==> src/rtl/fm_dm_seq_if.sv <==
// Control/data bundle between the FM demodulation datapath and its sequencer.
// The master drives run control and audio; the slave returns strobes, DAC code and status.
interface fm_dm_seq_if;
    logic        enable;
    logic [11:0] audio_in;
    logic        audio_valid;
    logic        adc_en;
    logic        ds_en;
    logic        flush;
    logic [13:0] dac_data;
    logic        running;
    logic [1:0]  state;
    logic [7:0]  clip_events;

    modport master (
        output enable, audio_in, audio_valid,
        input  adc_en, ds_en, flush, dac_data, running, state, clip_events
    );

    modport slave (
        input  enable, audio_in, audio_valid,
        output adc_en, ds_en, flush, dac_data, running, state, clip_events
    );
endinterface

==> src/rtl/fm_dm_seq.sv <==
// FM demodulation chain sequencer: ADC/decimation strobes, settle muting,
// offset-binary DAC formatting and clip-triggered flush/recovery.
module fm_dm_seq #(
    parameter int DIV        = 4,
    parameter int DECIM      = 8,
    parameter int SETTLE     = 64,
    parameter int CLIP_LIMIT = 16
) (
    input  logic        clk,
    input  logic        rst_n,
    fm_dm_seq_if.slave  bus
);
    localparam int DIV_W  = $clog2(DIV);
    localparam int DEC_W  = $clog2(DECIM);
    localparam int SET_W  = $clog2(SETTLE + 1);
    localparam int CLIP_W = $clog2(CLIP_LIMIT);
    localparam int REC_W  = $clog2(DIV * DECIM);

    typedef enum logic [1:0] {
        ST_IDLE    = 2'd0,
        ST_SETTLE  = 2'd1,
        ST_RUN     = 2'd2,
        ST_RECOVER = 2'd3
    } state_t;

    state_t              r_state;
    logic [DIV_W-1:0]    r_div_cnt;
    logic [DEC_W-1:0]    r_dec_cnt;
    logic [SET_W-1:0]    r_settle_cnt;
    logic [CLIP_W-1:0]   r_clip_cnt;
    logic [REC_W-1:0]    r_rec_cnt;
    logic                r_flush;
    logic [13:0]         r_dac_data;
    logic                r_running;
    logic [7:0]          r_clip_events;

    logic                w_adc_en;
    logic                w_ds_en;
    logic                w_clip;
    logic [13:0]         w_dac_code;

    // Strobe decode from the registered phase counters; silent in IDLE.
    always_comb begin
        w_adc_en = 1'b0;
        w_ds_en  = 1'b0;
        if (r_state != ST_IDLE) begin
            w_adc_en = (r_div_cnt == DIV_W'(DIV - 1));
            w_ds_en  = w_adc_en && (r_dec_cnt == DEC_W'(DECIM - 1));
        end else begin
            w_adc_en = 1'b0;
            w_ds_en  = 1'b0;
        end
    end

    // Full-scale detection and signed-to-offset-binary conversion of the audio sample.
    always_comb begin
        w_clip     = (bus.audio_in == 12'h7FF) || (bus.audio_in == 12'h800);
        w_dac_code = {~bus.audio_in[11], bus.audio_in[10:0], 2'b00};
    end

    // Sequencer FSM, phase counters and all registered outputs.
    always_ff @(posedge clk) begin
        if (!rst_n) begin
            r_state       <= ST_IDLE;
            r_div_cnt     <= '0;
            r_dec_cnt     <= '0;
            r_settle_cnt  <= '0;
            r_clip_cnt    <= '0;
            r_rec_cnt     <= '0;
            r_flush       <= 1'b0;
            r_dac_data    <= 14'h2000;
            r_running     <= 1'b0;
            r_clip_events <= 8'd0;
        end else if (!bus.enable) begin
            // Dropping enable wins over every other transition; the event count survives.
            r_state      <= ST_IDLE;
            r_div_cnt    <= '0;
            r_dec_cnt    <= '0;
            r_settle_cnt <= '0;
            r_clip_cnt   <= '0;
            r_rec_cnt    <= '0;
            r_flush      <= 1'b0;
            r_dac_data   <= 14'h2000;
            r_running    <= 1'b0;
        end else begin
            r_flush <= 1'b0;
            if (r_state != ST_IDLE) begin
                r_div_cnt <= (r_div_cnt == DIV_W'(DIV - 1)) ? '0 : r_div_cnt + DIV_W'(1);
                if (w_adc_en) begin
                    r_dec_cnt <= (r_dec_cnt == DEC_W'(DECIM - 1)) ? '0 : r_dec_cnt + DEC_W'(1);
                end
            end
            case (r_state)
                ST_IDLE: begin
                    r_state      <= ST_SETTLE;
                    r_div_cnt    <= '0;
                    r_dec_cnt    <= '0;
                    r_settle_cnt <= '0;
                end
                ST_SETTLE: begin
                    if (bus.audio_valid) begin
                        if (r_settle_cnt == SET_W'(SETTLE - 1)) begin
                            r_state      <= ST_RUN;
                            r_settle_cnt <= '0;
                        end else begin
                            r_settle_cnt <= r_settle_cnt + SET_W'(1);
                        end
                    end
                end
                ST_RUN: begin
                    if (bus.audio_valid) begin
                        r_dac_data <= w_dac_code;
                        r_running  <= 1'b1;
                        if (w_clip && (r_clip_cnt == CLIP_W'(CLIP_LIMIT - 1))) begin
                            // Sustained clipping: mute immediately and flush the filters.
                            r_state    <= ST_RECOVER;
                            r_clip_cnt <= '0;
                            r_rec_cnt  <= '0;
                            r_flush    <= 1'b1;
                            r_dac_data <= 14'h2000;
                            r_running  <= 1'b0;
                            if (r_clip_events != 8'hFF) begin
                                r_clip_events <= r_clip_events + 8'd1;
                            end
                        end else if (w_clip) begin
                            r_clip_cnt <= r_clip_cnt + CLIP_W'(1);
                        end else begin
                            r_clip_cnt <= '0;
                        end
                    end
                end
                ST_RECOVER: begin
                    if (r_rec_cnt == REC_W'(DIV * DECIM - 1)) begin
                        r_state      <= ST_SETTLE;
                        r_rec_cnt    <= '0;
                        r_settle_cnt <= '0;
                    end else begin
                        r_rec_cnt <= r_rec_cnt + REC_W'(1);
                    end
                end
                default: begin
                    r_state <= ST_IDLE;
                end
            endcase
        end
    end

    assign bus.adc_en      = w_adc_en;
    assign bus.ds_en       = w_ds_en;
    assign bus.flush       = r_flush;
    assign bus.dac_data    = r_dac_data;
    assign bus.running     = r_running;
    assign bus.state       = r_state;
    assign bus.clip_events = r_clip_events;
endmodule

==> src/flat_wrapper.sv <==
// flat-port wrapper written by rule: the top's interface ports become plain ports
module fm_dm_seq_flat 
#(
    parameter int DIV        = 4,
    parameter int DECIM      = 8,
    parameter int SETTLE     = 64,
    parameter int CLIP_LIMIT = 16
)
  (clk, rst_n, bus_enable, bus_audio_in, bus_audio_valid, bus_adc_en, bus_ds_en, bus_flush, bus_dac_data, bus_running, bus_state, bus_clip_events);
  fm_dm_seq_if bus_i ();
  input  logic clk;
  input  logic rst_n;
  input wire logic [$bits(bus_i.enable)-1:0] bus_enable;
  input wire logic [$bits(bus_i.audio_in)-1:0] bus_audio_in;
  input wire logic [$bits(bus_i.audio_valid)-1:0] bus_audio_valid;
  output wire logic [$bits(bus_i.adc_en)-1:0] bus_adc_en;
  output wire logic [$bits(bus_i.ds_en)-1:0] bus_ds_en;
  output wire logic [$bits(bus_i.flush)-1:0] bus_flush;
  output wire logic [$bits(bus_i.dac_data)-1:0] bus_dac_data;
  output wire logic [$bits(bus_i.running)-1:0] bus_running;
  output wire logic [$bits(bus_i.state)-1:0] bus_state;
  output wire logic [$bits(bus_i.clip_events)-1:0] bus_clip_events;
  assign bus_i.enable = bus_enable;
  assign bus_i.audio_in = bus_audio_in;
  assign bus_i.audio_valid = bus_audio_valid;
  assign bus_adc_en = bus_i.adc_en;
  assign bus_ds_en = bus_i.ds_en;
  assign bus_flush = bus_i.flush;
  assign bus_dac_data = bus_i.dac_data;
  assign bus_running = bus_i.running;
  assign bus_state = bus_i.state;
  assign bus_clip_events = bus_i.clip_events;
  fm_dm_seq #(.DIV(DIV), .DECIM(DECIM), .SETTLE(SETTLE), .CLIP_LIMIT(CLIP_LIMIT)) u_core (.clk(clk), .rst_n(rst_n), .bus(bus_i));
endmodule
==> config.mk <==
export PLATFORM = sky130hd
export DESIGN_NAME = fm_dm_seq_flat
export DESIGN_NICKNAME = d
export VERILOG_FILES = /design/src/rtl/fm_dm_seq_if.sv /design/src/rtl/fm_dm_seq.sv /design/src/flat_wrapper.sv
export SDC_FILE = /design/constraint.sdc
export NUM_CORES = 1
export LEC_CHECK = 0
export ABC_AREA = 1
export CORE_UTILIZATION = 47
export DETAILED_ROUTE_END_ITERATION = 12
export PLACE_DENSITY = 0.77
export SETUP_SLACK_MARGIN = 0.5
export SLEW_MARGIN = 20
export SYNTH_ARGS = -nofsm -noshare
export SYNTH_HDL_FRONTEND = slang
export SYNTH_SLANG_ARGS = --single-unit
==> constraint.sdc <==
create_clock -name clk -period 1.8 [get_ports clk]
set_input_delay 0.36 -clock clk [delete_from_list [all_inputs] [get_ports clk]]
set_output_delay 0.36 -clock clk [all_outputs]
set_load 0.01 [all_outputs]
==> metrics.txt <==
pin count of the biggest net entering global routing 22; DR DRC count 0; nature of the critical path endpoint flip-flop; crit path from u_core.r_rec_cnt[1]$_SDFFE_PN0P_; Hold WC Path Type primary input to flip-flop; CP Class flip-flop to flip-flop; first-pass GRT wire length 9515 um; pre-CTS setup slack -0.09567 ns; Setup Viol. Count Final 0; CTS max path bufs 2; Max Clock Skew 0.01052 ns; final hold violation count 0; DR iter-0 viols 187; Total Routed Length 6758 um; Crit Path Max Fanout 7; commonest cells in the netlist nand2_1, dfxtp_1, nand3_1; GRT overflow 0; cts bufs inserted 5; placed standard-cell area between 2000 and 3000 um2; post-synthesis async set-or-reset flop share 0; Cells after Synth 304; number of synthesized flops with an enable pin 0; GP Congestion 0.8114; Die Y-Extent 72.50 um; setup_tns 0 ns; core footprint approximately 4800 um2; Peak VDD IR 0.4128 mV; Post-Syn Area 2336 um2; die width 72.50 um; initial antenna violation count 0; Final WS setup ~0.077 ns; Hold Slack 0.3307 ns; launching point of the worst reg2reg path u_core.r_rec_cnt[1]$_SDFFE_PN0P_; Yosys warnings 0; share of the yosys chip area belonging to registers 0.3856; Max Cap Viol 0; GRT Total Usage 0.2309; detailed-route via count 2404; die area 5256 um2; I/O pins between 40 and 50; CP most frequent cell nor2_4; Worst Min Path Start bus_audio_in[7]; fmax 0.5805 GHz; fin area 3672 um2; Reg clk slew, reported paths about 0.09 ns; fin. max-slew vios 0; Hold-fix buffers, CTS 0; post-synth top area cell dfxtp_1; routed len/inst 14.82 um; H-tree lvl count 2; layout cell share with drive strength beyond 1 0.4344; final net count 417; n_diodes 0; Primary FF master, synth dfxtp_1; CTS tree yes; root buffer cell clkbuf_8; Yosys top cell area share 0.3856; RSZ-0062 raised after global routing yes; Worst-Skew Late Latency around 0.30 ns; count leader, synth nand2_1; Distinct cells, synth 41; post-synthesis sequential element count 45; DR pass1 iterations 4; vias per cell 5.272; top post-synthesis cells by area dfxtp_1, nand2_1, nand3_1; total power 2.089 mW; Crit path largest cell delay 0.37 ns; Data arrival, critical path between 1.5 and 2 ns; CP required 2.00 ns; Leakage between 1 and 1.5 nW; DP HPWL ~3500 um; outcome completed; pwr dens 568.9 nW/um2; Slowest cell on crit path dfxtp_4; critical path startpoint category flip-flop; vias in the first global route 2163; num rows 25; CP Cell Sequence ha_4 > nand2_4 > nor2_4 > ha_4 > nor2_4 > nor2_4 > nand2_4 > nor2_4 > o21ai_2 > o21ai_2 > nor3_2; IO buf count a little over 40; Clock Sinks 45; P&R area growth vs syn 57.20%; initial cell density of the core 0.4913; post-route ant nets 0; Tcrit/Tclk final 0.9571; mean area per synthesized cell about 7.7 um2; Period minus WS final 1.723 ns
==> critical path, delay by kind of cell (launching register included) <==
kind / cells / cell delay (ns)
DFF: 1 / 0.37
and+or+nand+nor: 7 / 0.65
AOI/OAI and AO/OA: 2 / 0.28
adders and majority gates: 2 / 0.31
==> repair_timing <==
item,4_1_cts,5_1_grt
setup endpoints to repair,71,55
buffers inserted,17,9
cloned,1,1
resized for setup,108,94
pin swaps,23,24
==> worst paths after layout <==
path                                         end  slack (ns)  cells after the start
min reg2reg     u_core.r_div_cnt[0]$_SDFFE_PP0N_        0.43                      1
min          u_core.bus.dac_data[9]$_SDFFE_PN0P_        0.33                      3
max reg2reg  u_core.r_settle_cnt[2]$_SDFFE_PN0P_        0.08                     11
max          u_core.r_settle_cnt[2]$_SDFFE_PN0P_        0.08                     11
==> logic make-up (layout without fill, tap and decap cells) <==
kind of cell	after synthesis	in the layout	synth area share
AOI/OAI and AO/OA	48	48	0.1173
adders and majority gates	13	13	0.06963
and+or+nand+nor	152	152	0.3219
other	1	2	0.001605
DFF	45	45	0.3856
xor gates and xnor gates	9	9	0.03375
buffers and inverters	36	120	0.07016
==> routing by layer <==
| metal | share of wire | vias to the layer above | wire, um | track usage |
|---|---|---|---|---|
| met5 | 0 | - | 0 | 0 |
| li1 | - | 1177 | - | - |
| met1 | 0.40 | 1131 | 2705 | 0.2692 |
| met2 | 0.53 | 79 | 3592 | 0.4081 |
| met4 | 0.025 | 0 | 172 | 0.1024 |
| met3 | 0.043 | 17 | 288 | 0.04583 |
==> cell usage in the layout (no fill, tap or decap), drive strengths merged, types with 3 or more instances in the layout <==
cell type       n
nand2          68
dfxtp          45
buf            44
a21oi          34
nand3          34
nor2           33
inv            27
clkbuf         18
ha             13
dlygate4sd2    12
clkdlybuf4s15  12
nor3            8
xor2            7
o21ai           7
clkinv          4
nand4           3
==> area by class of cell <==
cell class | count | area (um2)
clock buffers | 7 | 96.34
inverters | 29 | 135.1
well taps | 67 | 83.83
repair inverters | 1 | 8.758
flip-flops and latches | 45 | 948.4
multi-input cells | 224 | 1657
repair buffers | 82 | 738.2
clock inverters | 1 | 5.005
fillers | 316 | 1082
==> sequential cells by signal (all words and copies together) (netlist names) <==
| name | count |
|---|---|
| u_core.bus.flush | 1 |
| u_core.r_clip_cnt | 4 |
| u_core.r_dec_cnt | 3 |
| u_core.r_settle_cnt | 7 |
| u_core.bus.dac_data | 12 |
| u_core.r_rec_cnt | 5 |
| u_core.r_div_cnt | 2 |
| u_core.bus.clip_events | 8 |
| u_core.bus.running | 1 |
| u_core.bus.state | 2 |
==> through the flow <==
| step | utilization | std cells |
|---|---|---|
| finish | 0.7724 | 456 |
| global route | 0.7724 | 456 |
| CTS | 0.7032 | 446 |
| detailed placement | 0.6237 | 420 |
| global placement | 0.6237 | 420 |
| floorplan | - | 305 |
==> power by group <==
group | switching, mW | internal [mW] | leakage, nW | total, mW
Clock | 0.348 | 0.347 | 0.0542 | 0.695
Combinational | 0.215 | 0.176 | 1.04 | 0.391
Sequential | 0.00872 | 0.994 | 0.375 | 1.00
Total | 0.571 | 1.52 | 1.47 | 2.09
Note: power is estimated with default switching activity, not from simulation.
==> patch 1, RTL diff (same settings) <==
Compare `r_settle_cnt` against `SET_W'(SETTLE - 1)` with >= in place of ==.
--- a/src/rtl/fm_dm_seq.sv
+++ b/src/rtl/fm_dm_seq.sv
@@ -99,7 +99,7 @@
                 end
                 ST_SETTLE: begin
                     if (bus.audio_valid) begin
-                        if (r_settle_cnt == SET_W'(SETTLE - 1)) begin
+                        if (r_settle_cnt >= SET_W'(SETTLE - 1)) begin
                             r_state      <= ST_RUN;
                             r_settle_cnt <= '0;
                         end else begin
Behaviour: same outputs for any inputs over 10 cycles, from zero or initial values and one cycle with rst_n low; that may be too few to reach the edited logic, so the function may still have changed.
==> patch 1 against the unedited design <==
Maximum frequency increased by 8.1%. Power grew 4.7%. Largest cell class unchanged. Wire length grew 8.3%. Non-clock buffer count grew 13. Synthesized area is 1.7% higher. Critical path type unchanged. First-iteration DRC count down 28%. Worst hold slack worse by 0.018 ns. Cell area is 4.7% higher. Synthesized cell count rose by 4.9%. Setup slack gained 0.13 ns. Clock power is 10% higher. Sequential cell count did not move.
==> patch 1: results (changes against the unedited design) <==
synth:
  synth-compound-area-share: 0.09747  # -0.01983
  ys.warnings.count: 0  # unchanged
  yosysUniqueCellTypes: 35  # -15%
  async_flop_share: 0  # unchanged
  synthTopCellsByArea: "dfxtp_1, nand2_1, a21oi_1"
  yosys-top-cells-count: "nand2_1, dfxtp_1, a21oi_1, nor2_1, inv_1"
  synth_xor_area_frac: 0.02582  # -0.007927
  synth.mux.area_fraction: 0  # unchanged
  synth-adder-area-share: 0.06849  # -0.001137
  ys_seq_area_frac: 0.3793  # -0.006299
  synth_area_per_cell_um2: 7.444  # -3.1%
setup_path:
  crit_arrival_ns: 1.80  # -0.12 ns
  crit_path_top_delay_cell: "dfxtp_2"
  path_max_fanout: 8  # +1
  critPathMaxStageDelay_ns: 0.36
power_and_ir_drop:
  leakagePower_nw: 1.576  # +7.2%
  power.density_mw_per_mm2: 569.0  # about the same
  peakVddDrop_mv: 0.3705  # -10%
min_path:
  hold_class: "input pin to flop"
clock_network:
  cts_root_buffer: "clkbuf_8"
  clk_path_buf_depth: 2  # unchanged
  cts_made_buffers: 5  # unchanged
  clkTransAtPathRegs_ns: 0.09  # about the same
  cts.htree.levels: 2  # unchanged
  clock_latency_ns: 0.31
placement:
  placed_cell_area_mm2: 0.003068  # +3.5%
  place_hpwl_um: 3754  # +7.2%
  dp.cells: 436  # +3.8%
  gp_congestion: 0.7941  # -2.1%
  io_buffers: 41  # unchanged
sta:
  finalHoldViolCount: 0  # unchanged
  skew_ns: 0.01256  # +0.002040 ns
route:
  firstDrtPassIters: 4  # unchanged
  via_count: 2560  # +6.5%
  wl_per_cell_um: 15.24  # +2.8%
  drt_iter0_markers: 134  # -28%
  wl_um: 7316  # +8.3%
outcome:
  status: "finished, final reports clean"
finish:
  drive_gt1_frac: 0.4939  # +0.05950
  diodes: 0  # unchanged
  nFillCells: 290  # -8.2%
  largest_register_ffs: 12  # unchanged
grt:
  grt_pass1_wl_um: 9466  # -0.51%
  antenna_found_initial: 0  # unchanged
  grt_pass1_vias: 2212  # +2.3%
  track_usage: 0.2240  # -0.006906
  grt_max_degree: 16  # -27%
## patch 1: cell types whose count changed in the layout (fill, tap and decap cells not counted), sizes merged, moves of 4 or more
| cell | before | now |
|---|---|---|
| buf | 44 | 59 |
| nand2 | 68 | 77 |
| nand4 | 3 | 12 |
| nand3 | 34 | 26 |
| nor2 | 33 | 40 |
| inv | 27 | 33 |
| nor3 | 8 | 4 |
## patch 1: layer usage
| layer | up-vias | track usage | wire length [um] |
|---|---|---|---|
| met5 | - | 0 | 0 |
| met4 | 0 | 0.07843 | 289 |
| met3 | 24 | 0.04420 | 249 |
| met2 | 74 | 0.4023 | 3827 |
| met1 | 1232 | 0.2633 | 2950 |
| li1 | 1230 | - | - |
## patch 1: cells by family after synthesis
logic type	count (synthesis)
DFF	45
xor gates and xnor gates	7
and+or+nand+nor	165
adders and majority gates	13
other	1
AOI/OAI and AO/OA	44
buffers and inverters	44
## patch 1: final cells by class
type                            instances  area share
Multi-Input combinational cell        232      0.4551
Sequential cell                        45      0.2448
Timing Repair Buffer                   95      0.2135
Inverter                               33     0.03678
Tap cell                               67     0.02181
Clock buffer                            6     0.01888
Clock inverter                          2    0.009115
## patch 1: metrics by stage
step / hold slack, ns / setup slack (ns)
after floorplan: 0.4084 / 0.3284
after global placement: 0.4190 / -0.05616
after detailed placement: 0.4351 / -0.07119
after CTS: 0.4344 / 0.2192
after global routing: 0.3118 / 0.1346
final: 0.3131 / 0.2067
## patch 1: path summary, 6_finish.rpt
kind	slack, ns	endpoint	startpoint	cells past startpoint
setup / recovery	0.21	u_core.r_settle_cnt[4]$_SDFFE_PN0P_	u_core.r_rec_cnt[0]$_SDFFE_PN0P_	12
hold / removal	0.31	u_core.bus.dac_data[4]$_SDFFE_PN0P_	bus_audio_in[2]	3
hold reg to reg	0.46	u_core.r_settle_cnt[5]$_SDFFE_PN0P_	u_core.r_settle_cnt[5]$_SDFFE_PN0P_	2
setup reg to reg	0.21	u_core.r_settle_cnt[4]$_SDFFE_PN0P_	u_core.r_rec_cnt[0]$_SDFFE_PN0P_	12
## patch 1: worst max-delay path, delay by kind of cell, from the launching register on
| kind | cells | cell delay, ns |
|---|---|---|
| buffers and inverters | 2 | 0.18 |
| AOI/OAI and AO/OA | 2 | 0.13 |
| and+or+nand+nor | 6 | 0.52 |
| adders and majority gates | 2 | 0.30 |
| DFF | 1 | 0.36 |
## patch 1: where the power goes
part           switching, W  internal (W)
Clock              0.000354      0.000412
Combinational      0.000230      0.000177
Sequential        0.0000140       0.00100
Total              0.000598       0.00159
## patch 1: repair_timing
item,4_1_cts,5_1_grt
setup endpoints to repair,66,62
pin swaps,33,41
resized for setup,115,110
cloned,1,1
setup buffers,14,20
hold buffers,0,0
==> patch 2, RTL diff (same flow settings) <==
Without the edit above. `CLIP_LIMIT` is set to 16 in 2 places; all go to 32.
--- a/src/rtl/fm_dm_seq.sv
+++ b/src/rtl/fm_dm_seq.sv
@@ -4,7 +4,7 @@
     parameter int DIV        = 4,
     parameter int DECIM      = 8,
     parameter int SETTLE     = 64,
-    parameter int CLIP_LIMIT = 16
+    parameter int CLIP_LIMIT = 32
 ) (
     input  logic        clk,
     input  logic        rst_n,
--- a/src/flat_wrapper.sv
+++ b/src/flat_wrapper.sv
@@ -4,7 +4,7 @@
     parameter int DIV        = 4,
     parameter int DECIM      = 8,
     parameter int SETTLE     = 64,
-    parameter int CLIP_LIMIT = 16
+    parameter int CLIP_LIMIT = 32
 )
   (clk, rst_n, bus_enable, bus_audio_in, bus_audio_valid, bus_adc_en, bus_ds_en, bus_flush, bus_dac_data, bus_running, bus_state, bus_clip_events);
   fm_dm_seq_if bus_i ();
Behaviour: same outputs for any inputs over 10 cycles, from zero or initial values and one cycle with rst_n low; that may be too few to reach the edited logic, so the function may still have changed.
==> patch 2 against the unedited design <==
Power increased by 3.3%. Synthesized cell count did not move. Sequential cell count rose by 1. Sequential share of layout area shrank 1.5 points. Wire length grew 21%. Setup slack improved by 0.15 ns. Clock skew down 0.0028 ns. Count of clock-buffer cells in the layout unchanged. Non-clock buffer count grew 21. Synthesized area fell by 2.0%. Cell area up 7.9%. Global-route usage rose by 3.1 points. Critical path type is now input pin to flop.
==> patch 2: results (changes against the unedited design) <==
synth:
  yosysUniqueCellTypes: 36  # -12%
  ys_seq_area_frac: 0.4022  # +0.01654
  ys.warnings.count: 0  # unchanged
  synthTopCellsByArea: "dfxtp_1, nand2_1, nand3_1"
  synth_xor_area_frac: 0.03825  # +0.004507
  yosysTopAreaCellShare: 0.4022  # +0.01654
  synth-adder-area-share: 0.07650  # +0.006872
  synth-compound-area-share: 0.1333  # +0.01603
power_and_ir_drop:
  leakagePower_nw: 1.598  # +8.8%
  peakVddDrop_mv: 0.5759  # +40%
setup_path:
  cp-startpoint: "bus_audio_in[2]"
  crit_arrival_ns: 1.81  # -0.11 ns
  r2r-end: "u_core.r_settle_cnt[5]$_SDFFE_PN0P_"
  critPathMaxStageDelay_ns: 0.23  # -0.14 ns
  r2r-start: "u_core.bus.state[1]$_SDFFE_PN0P_"
  crit_end: "u_core.bus.clip_events[0]$_SDFFE_PN0P_"
  path_max_fanout: 5  # -2
  reg2reg_depth: 9  # -2
  reg2reg_slack_ns: 0.25  # +0.17 ns
  crit_path_top_delay_cell: "clkdlybuf4s15_1"
route:
  dr_wl_met2_um: 4147  # +15%
  highest_layer: "met4"
  wl_um: 8149  # +21%
  via_count: 2642  # +9.9%
  drt-met1-wl_um: 3192  # +18%
  drt_iter0_markers: 151  # -19%
  firstDrtPassIters: 5  # +1
min_path:
  hold_class: "flop to flop"
  worstHoldEndpoint: "u_core.r_div_cnt[0]$_SDFFE_PP0N_"
  whs_path_depth: 1  # -2
  hold_start: "u_core.r_div_cnt[0]$_SDFFE_PP0N_"
finish:
  final_cells: 463  # +1.5%
  drive_gt1_frac: 0.4988  # +0.06433
  fin_nets: 438  # +5.0%
  nFillCells: 234  # -26%
placement:
  dp.cells: 414  # -1.4%
  gp_congestion: 0.8161  # +0.58%
  place_ws_ns: -0.1283  # -0.03258 ns
  place_hpwl_um: 3840  # +9.7%
grt:
  groute.layer.met1.usage: 0.3185  # +0.04926
  grtUsageMet2: 0.4549  # +0.04683
  met3_usage: 0.05063  # +0.004800
  track_usage: 0.2620  # +0.03115
  grt_pass1_vias: 2421  # +12%
sta:
  skew_ns: 0.007688  # -0.002830 ns
  fin_ws_ns: 0.2288  # +0.1515 ns
outcome:
  status: "finished, final reports clean"
-- patch 2: stage by stage --
| stage | hold slack, ns | instance area, um^2 | TNS [ns] | util |
|---|---|---|---|---|
| final | 0.4484 | 3963 | 0 | 0.8445 |
| after global routing | 0.4534 | 3963 | 0 | 0.8445 |
| after floorplan | 0.4084 | 2446 | 0 | - |
| after CTS | 0.4416 | 3593 | 0 | 0.7659 |
| after detailed placement | 0.4251 | 3034 | -1.967 | 0.6467 |
| after global placement | 0.4142 | 3034 | -0.8576 | 0.6467 |
-- patch 2: final cells by class --
| type | instances | area share |
|---|---|---|
| multi-input cells | 222 | 0.4449 |
| repair inverters | 1 | 0.0009473 |
| well taps | 54 | 0.01705 |
| repair buffers | 103 | 0.2368 |
| clock inverters | 1 | 0.001263 |
| clock buffers | 7 | 0.02179 |
| flip-flops and latches | 46 | 0.2428 |
| inverters | 29 | 0.03442 |
-- patch 2: where the power goes --
part	switching (W)	internal [W]
combinational	0.000243	0.000211
clock	0.000365	0.000311
sequential	0.0000103	0.00102
